--- src/rtl/debounce_updown_counter_pkg.sv ---
// Purpose: shared constants for the debounced up/down counter (segment table, helpers).
// Latency: n/a (constants and pure functions only).
// Backpressure: n/a.
package debounce_updown_counter_pkg;

  // Active-low {a..g}; all segments dark.
  localparam logic [6:0] SEG_OFF = 7'b1111111;

  // Active-low {a..g} patterns for hex digits 0..F.
  localparam logic [6:0] SEG_HEX [16] = '{
    7'b0000001, 7'b1001111, 7'b0010010, 7'b0000110,
    7'b1001100, 7'b0100100, 7'b0100000, 7'b0001111,
    7'b0000000, 7'b0000100, 7'b0001000, 7'b1100000,
    7'b0110001, 7'b1000010, 7'b0110000, 7'b0111000
  };

  function automatic logic [6:0] seg_lookup(input logic [3:0] v);
    return SEG_HEX[v];
  endfunction

  // Debounce counter width able to hold 0..n.
  function automatic int dc_width(input int n);
    return $clog2(n + 1);
  endfunction

endpackage

--- src/rtl/debounce_ch.sv ---
// Purpose: one button channel: 2-flop synchroniser, digital debounce, press-edge detect.
// Latency: a raw change reaches 'level' 1+DB_CYCLES edges after it is first sampled.
// Backpressure: none; free-running sampler.
// Ports: rst (async, active-high), auto_clk, raw (bouncy async input),
//        level (accepted debounced level), rise (high while level is about to go 0->1).
module debounce_ch
  import debounce_updown_counter_pkg::*;
#(
  parameter int DB_CYCLES = 3
) (
  input  logic rst,
  input  logic auto_clk,
  input  logic raw,
  output logic level,
  output logic rise
);

  localparam int              DCW     = dc_width(DB_CYCLES);
  localparam logic [DCW-1:0]  DC_LAST = DCW'(DB_CYCLES - 1);

  logic           s1_q, s2_q;
  logic           db_q, db_d;
  logic [DCW-1:0] dc_q, dc_d;

  always_ff @(posedge auto_clk or posedge rst) begin
    if (rst) begin
      s1_q <= 1'b0;
      s2_q <= 1'b0;
      db_q <= 1'b0;
      dc_q <= '0;
    end else begin
      s1_q <= raw;
      s2_q <= s1_q;
      db_q <= db_d;
      dc_q <= dc_d;
    end
  end

  // A sample that agrees with the accepted level restarts qualification,
  // so only DB_CYCLES consecutive disagreeing samples flip the level.
  always_comb begin
    db_d = db_q;
    dc_d = dc_q;
    if (s2_q == db_q) begin
      dc_d = '0;
    end else if (dc_q == DC_LAST) begin
      db_d = s2_q;
      dc_d = '0;
    end else begin
      dc_d = dc_q + DCW'(1);
    end
  end

  assign level = db_q;
  assign rise  = db_d & ~db_q;

endmodule

--- src/rtl/debounce_updown_counter.sv ---
// Purpose: three debounced buttons drive a wrap-around 0..CNT_MAX counter shown on one 7-seg digit.
// Latency: count moves 2+DB_CYCLES edges after a raw press; pulses high the cycle after.
// Backpressure: none; every accepted press edge acts immediately.
// Ports: rst (async, active-high), auto_clk, btn_up/btn_dn/btn_clr (raw buttons),
//        count (current value), up_pulse/dn_pulse (one-cycle press strobes), a..g (segments).
module debounce_updown_counter
  import debounce_updown_counter_pkg::*;
#(
  parameter int DB_CYCLES      = 3,
  parameter int CNT_MAX        = 9,
  parameter int SEG_ACTIVE_LOW = 1
) (
  input  logic       rst,
  input  logic       auto_clk,
  input  logic       btn_up,
  input  logic       btn_dn,
  input  logic       btn_clr,
  output logic [3:0] count,
  output logic       up_pulse,
  output logic       dn_pulse,
  output logic       a,
  output logic       b,
  output logic       c,
  output logic       d,
  output logic       e,
  output logic       f,
  output logic       g
);

  localparam logic [3:0] CNT_TOP = 4'(CNT_MAX);

  logic up_lvl, dn_lvl, clr_lvl;
  logic up_rise, dn_rise, clr_rise;

  debounce_ch #(.DB_CYCLES(DB_CYCLES)) u_up (
    .rst(rst), .auto_clk(auto_clk), .raw(btn_up),  .level(up_lvl),  .rise(up_rise)
  );
  debounce_ch #(.DB_CYCLES(DB_CYCLES)) u_dn (
    .rst(rst), .auto_clk(auto_clk), .raw(btn_dn),  .level(dn_lvl),  .rise(dn_rise)
  );
  debounce_ch #(.DB_CYCLES(DB_CYCLES)) u_clr (
    .rst(rst), .auto_clk(auto_clk), .raw(btn_clr), .level(clr_lvl), .rise(clr_rise)
  );

  logic [3:0] count_q, count_d;
  logic       up_pulse_q, up_pulse_d;
  logic       dn_pulse_q, dn_pulse_d;

  always_ff @(posedge auto_clk or posedge rst) begin
    if (rst) begin
      count_q    <= 4'd0;
      up_pulse_q <= 1'b0;
      dn_pulse_q <= 1'b0;
    end else begin
      count_q    <= count_d;
      up_pulse_q <= up_pulse_d;
      dn_pulse_q <= dn_pulse_d;
    end
  end

  // Clear wins; simultaneous up+down cancel; otherwise step with wrap.
  always_comb begin
    count_d    = count_q;
    up_pulse_d = up_rise;
    dn_pulse_d = dn_rise;
    if (clr_rise) begin
      count_d = 4'd0;
    end else if (up_rise && dn_rise) begin
      count_d = count_q;
    end else if (up_rise) begin
      count_d = (count_q == CNT_TOP) ? 4'd0 : count_q + 4'd1;
    end else if (dn_rise) begin
      count_d = (count_q == 4'd0) ? CNT_TOP : count_q - 4'd1;
    end
  end

  logic [6:0] seg_al, seg;

  always_comb begin
    seg_al = seg_lookup(count_q);
    seg    = (SEG_ACTIVE_LOW != 0) ? seg_al : (seg_al ^ SEG_OFF);
  end

  assign {a, b, c, d, e, f, g} = seg;
  assign count    = count_q;
  assign up_pulse = up_pulse_q;
  assign dn_pulse = dn_pulse_q;

  // A rise is only ever seen from a low accepted level, and a strobe
  // always coincides with the freshly accepted high level.
  a_up_rise_from_low:  assert property (@(posedge auto_clk) disable iff (rst) up_rise  |-> !up_lvl);
  a_dn_rise_from_low:  assert property (@(posedge auto_clk) disable iff (rst) dn_rise  |-> !dn_lvl);
  a_clr_rise_from_low: assert property (@(posedge auto_clk) disable iff (rst) clr_rise |-> !clr_lvl);
  a_up_pulse_level:    assert property (@(posedge auto_clk) disable iff (rst) up_pulse_q |-> up_lvl);
  a_dn_pulse_level:    assert property (@(posedge auto_clk) disable iff (rst) dn_pulse_q |-> dn_lvl);
  a_count_in_range:    assert property (@(posedge auto_clk) count_q <= CNT_TOP);

endmodule

--- config.mk ---
export PLATFORM = sky130hd
export DESIGN_NAME = debounce_updown_counter
export DESIGN_NICKNAME = d
export VERILOG_FILES = /design/src/rtl/debounce_updown_counter_pkg.sv /design/src/rtl/debounce_ch.sv /design/src/rtl/debounce_updown_counter.sv
export SDC_FILE = /design/constraint.sdc
export NUM_CORES = 1
export LEC_CHECK = 0
export ABC_AREA = 1
export CORE_UTILIZATION = 47
export CTS_CLUSTER_SIZE = 25
export DETAILED_ROUTE_END_ITERATION = 7
export GPL_TIMING_DRIVEN = 0
export PLACE_DENSITY = 0.79
export SETUP_SLACK_MARGIN = 0.05
export SYNTH_ARGS = -nofsm -noshare
export SYNTH_HDL_FRONTEND = slang
export SYNTH_SLANG_ARGS = --single-unit
--- constraint.sdc ---
create_clock -name auto_clk -period 1.45 [get_ports auto_clk]
set_input_delay 0.145 -clock auto_clk [delete_from_list [all_inputs] [get_ports auto_clk]]
set_output_delay 0.145 -clock auto_clk [all_outputs]
set_load 0.05 [all_outputs]
==> results_dict.tcl, run 1 <==
set metrics [dict create \
    status "complete, but fails checks" \
    violations "setup timing" \
    synth_edf_count 0 \
    critical_path_required_ps 1310 \
    tritoncts "done" \
    cts_buffers 3 \
    path_class "flip-flop to primary output" \
    crit_fanout 5 \
    reg2reg_to "count[3]" \
    drt_iter0_drc 39 \
    seq_area_um2 535.5 \
    ant_nets 0 \
    cp.buffers_inverters 1 \
    fin_crit_sh_pct 124.5 \
    drive_above_1_share_pct 43.93 \
    n_antenna_cell 0 \
    rsz0062_at_grt "yes" \
    wire_per_inst_um 14.67 \
    synth_cell_type_count 27 \
    route.detailed.drc 0 \
    cpMostUsedCell "nand2_2" \
    grtUsageTotal_pct 23.98 \
    chipHeight_um 52.63 \
    grt_busiest_layer "met2" \
    critical-path-max-stage-delay_ps 570 \
    nFillCells 142 \
    avgSynthCellArea_um2 8.426 \
    startpoint_type "flip-flop" \
    r2r-start "count[1]" \
    dp_hpwl_mm 1.872 \
    core-area_mm2 0.002318 \
    synth_warnings 0 \
    cts_root_buf "clkbuf_4" \
    tightest_slew_ps 740.8 \
    grt_pass1_vias 1020 \
    place_inst 188 \
    skew_ps 3.774 \
    via_count 1121 \
    cts_max_path_buffers 2 \
    path_cells "ha_4 > nand2_2 > nand2_2 > nand2_2 > o221ai_4 > buf_6" \
    worstRegToRegCells 8 \
    place.port_buffers 17 \
    cpLargestDelayFamily "flip-flops" \
    syn_nets 154 \
    multi_input_area_um2 854.6 \
    grt_antenna_before_repair 0 \
    holdBufCountCts 0 \
    die_w_um 52.63 \
    routed_wl_mm 2.948 \
    cp.arrival_ps 1660 \
    cts_sinks 21 \
    clock_latency_ps 300 \
    maxCapViolations 0 \
    drv_slew 0 \
    initial_utilization_pct 51.97 \
    path_clk_slew_ps 100 \
    design.die.area_mm2 0.002770 \
    rows 17 \
    grt_use_met2_pct 35.44 \
    grt_overflow 0 \
    hold_viol_final 0 \
    ys_seq_area_share_pct 43.61 \
    htree_num_levels 1 \
    use_met3_pct 6.957 \
    stdcell_count 201 \
    yosysTopAreaCell "dfrtp_1" \
    synth-main-ff-cell "dfrtp_1" \
    drt-vias-per-instance 5.577 \
    synth.cell_area_mm2 0.001205 \
    cp-end-kind "primary output" \
    grt_max_degree 22 \
    crit_slowest_cell "dfrtp_4" \
    setup_ws_ps -354.9 \
    gp_congestion 0.8985 \
    ys_ff_latch 21 \
    io_pins 18 \
    design_area_mm2 0.001795 \
    finalCriticalPeriod_ps 1805 \
    setup_viol 8 \
    place_ws_ps -746.9 \
    grt_pass1_wl_mm 4.616 \
    synth_top_area_share_pct 43.61 \
    crit_cells 6 \
    postSynthCellCount 143 \
    fmax_mhz 554.0 \
    relSlewSlack_pct 50.56 \
    drt-pass1-iter-count 4 \
    reg2reg_slack_ps -20 \
    areaGrowthSynthToFinish_pct 49.01 \
    synthTopCellsByArea "dfrtp_1 44%, nand2_1 14%, ha_1 6.2%" \
    utilization_pct 77.44 \
    gr-usage-met1_pct 30.36 \
    hold_path_class "primary input to async pin" \
    synthArstFlopShare_pct 100.0 \
    place_area_mm2 0.001550 \
    nNetsFinal 185 \
]
## worst max-delay path by stage
stage / startpoint / to / slack (ps)
floorplan: count[1] / d / -60
finish: count[0] / d / -350
global route: count[1] / d / -390
global placement: count[0] / a / -730
CTS: count[0] / f / -300
detailed placement: count[0] / a / -750
## cell usage after synthesis, drive strengths merged (2+ instances only)
master  number
nor2        10
o21ai        6
nand2       47
inv         17
xnor2        2
nor3         4
buf          2
dfrtp       21
nand4        3
ha           6
nand3       16
o221ai       2
## through the flow
step / hold slack (ps) / TNS [ps]
finish: 258.0 / -2089
global route: 244.5 / -2723
CTS: 258.8 / -2074
detailed placement: 337.1 / -4748
global placement: 332.9 / -4501
floorplan: 121.4 / -151.1
## metal layers
layer / up-vias / wire length (µm)
met5: - / 0
met4: 0 / 108
met3: 12 / 188
met2: 51 / 1408
met1: 530 / 1242
li1: 528 / -
## layout make-up
type	instances	area share, %
multi-input combinational	103	47.60
sequential	21	29.83
timing repair buffer	26	13.80
inverter	17	4.599
tap	28	1.951
clock buffer	3	1.254
buffer	2	0.6969
clock inverter	1	0.2787
## state kept, by name, indices dropped and copies added, names as in the netlist
name	count
count	4
u_clr.dc_q	2
u_dn.dc_q	2
u_up.dc_q	2
dn_pulse	1
u_clr.level	1
u_clr.s1_q	1
u_clr.s2_q	1
u_dn.level	1
u_dn.s1_q	1
u_dn.s2_q	1
u_up.level	1
u_up.s1_q	1
u_up.s2_q	1
up_pulse	1
## cells by family (layout without fill, tap and decap cells)
group | after synthesis | after routing | synth area share [%]
DFF | 21 | 21 | 43.61
muxes | 1 | 1 | 0.9345
xor gates and xnor gates | 2 | 2 | 1.454
adders and majority gates | 6 | 6 | 6.230
buffers and inverters | 19 | 49 | 6.127
and+or+nand+nor | 81 | 81 | 34.68
AOI/OAI and AO/OA | 13 | 13 | 6.957
## what timing repair did
item                       CTS  global route
gates resized for setup     91            15
pin swaps                    5             3
setup buffers                8             1
setup endpoints to repair   17            15
## cell usage in the layout (no fill, tap or decap), drive strengths merged
cell | Yosys | final
nand2 | 47 | 47
dfrtp | 21 | 21
buf | 2 | 20
inv | 17 | 16
nand3 | 16 | 16
nor2 | 10 | 10
ha | 6 | 6
o21ai | 6 | 6
nor3 | 4 | 4
clkdlybuf4s50 | 0 | 4
clkbuf | 0 | 4
nand4 | 3 | 3
o221ai | 2 | 2
xnor2 | 2 | 2
dlygate4sd2 | 0 | 2
clkinvlp | 0 | 1
or2 | 1 | 1
a2bb2oi | 1 | 1
a21oi | 1 | 1
o22ai | 1 | 1
o311ai | 1 | 1
o21bai | 1 | 1
mux2 | 1 | 1
clkinv | 0 | 1
dlymetal6s2s | 0 | 1
## worst register-to-register path, cell delays in order, from the launching register on
cell     delay [ps]
dfrtp_4         570
inv_6           110
ha_4            180
nand2_4          80
buf_4           140
nand3_2          80
nand3_2          80
nand2_1          80
o21ai_1          60
Power of run 1 is not shown: default switching activity piles up to over one toggle a cycle in this logic, so the estimate is an artifact.
==> run 2, diff against run 1 <==
--- a/config.mk
+++ b/config.mk
@@ -6,6 +6,7 @@
 export NUM_CORES = 1
 export LEC_CHECK = 0
 export ABC_AREA = 1
+export CAP_MARGIN = 20
 export CORE_UTILIZATION = 47
 export CTS_CLUSTER_SIZE = 25
 export DETAILED_ROUTE_END_ITERATION = 7
==> results of run 2 <==
The final DEF is identical to that of run 1; final timing and power are the same.
Power of run 2 is left out for the same reason.
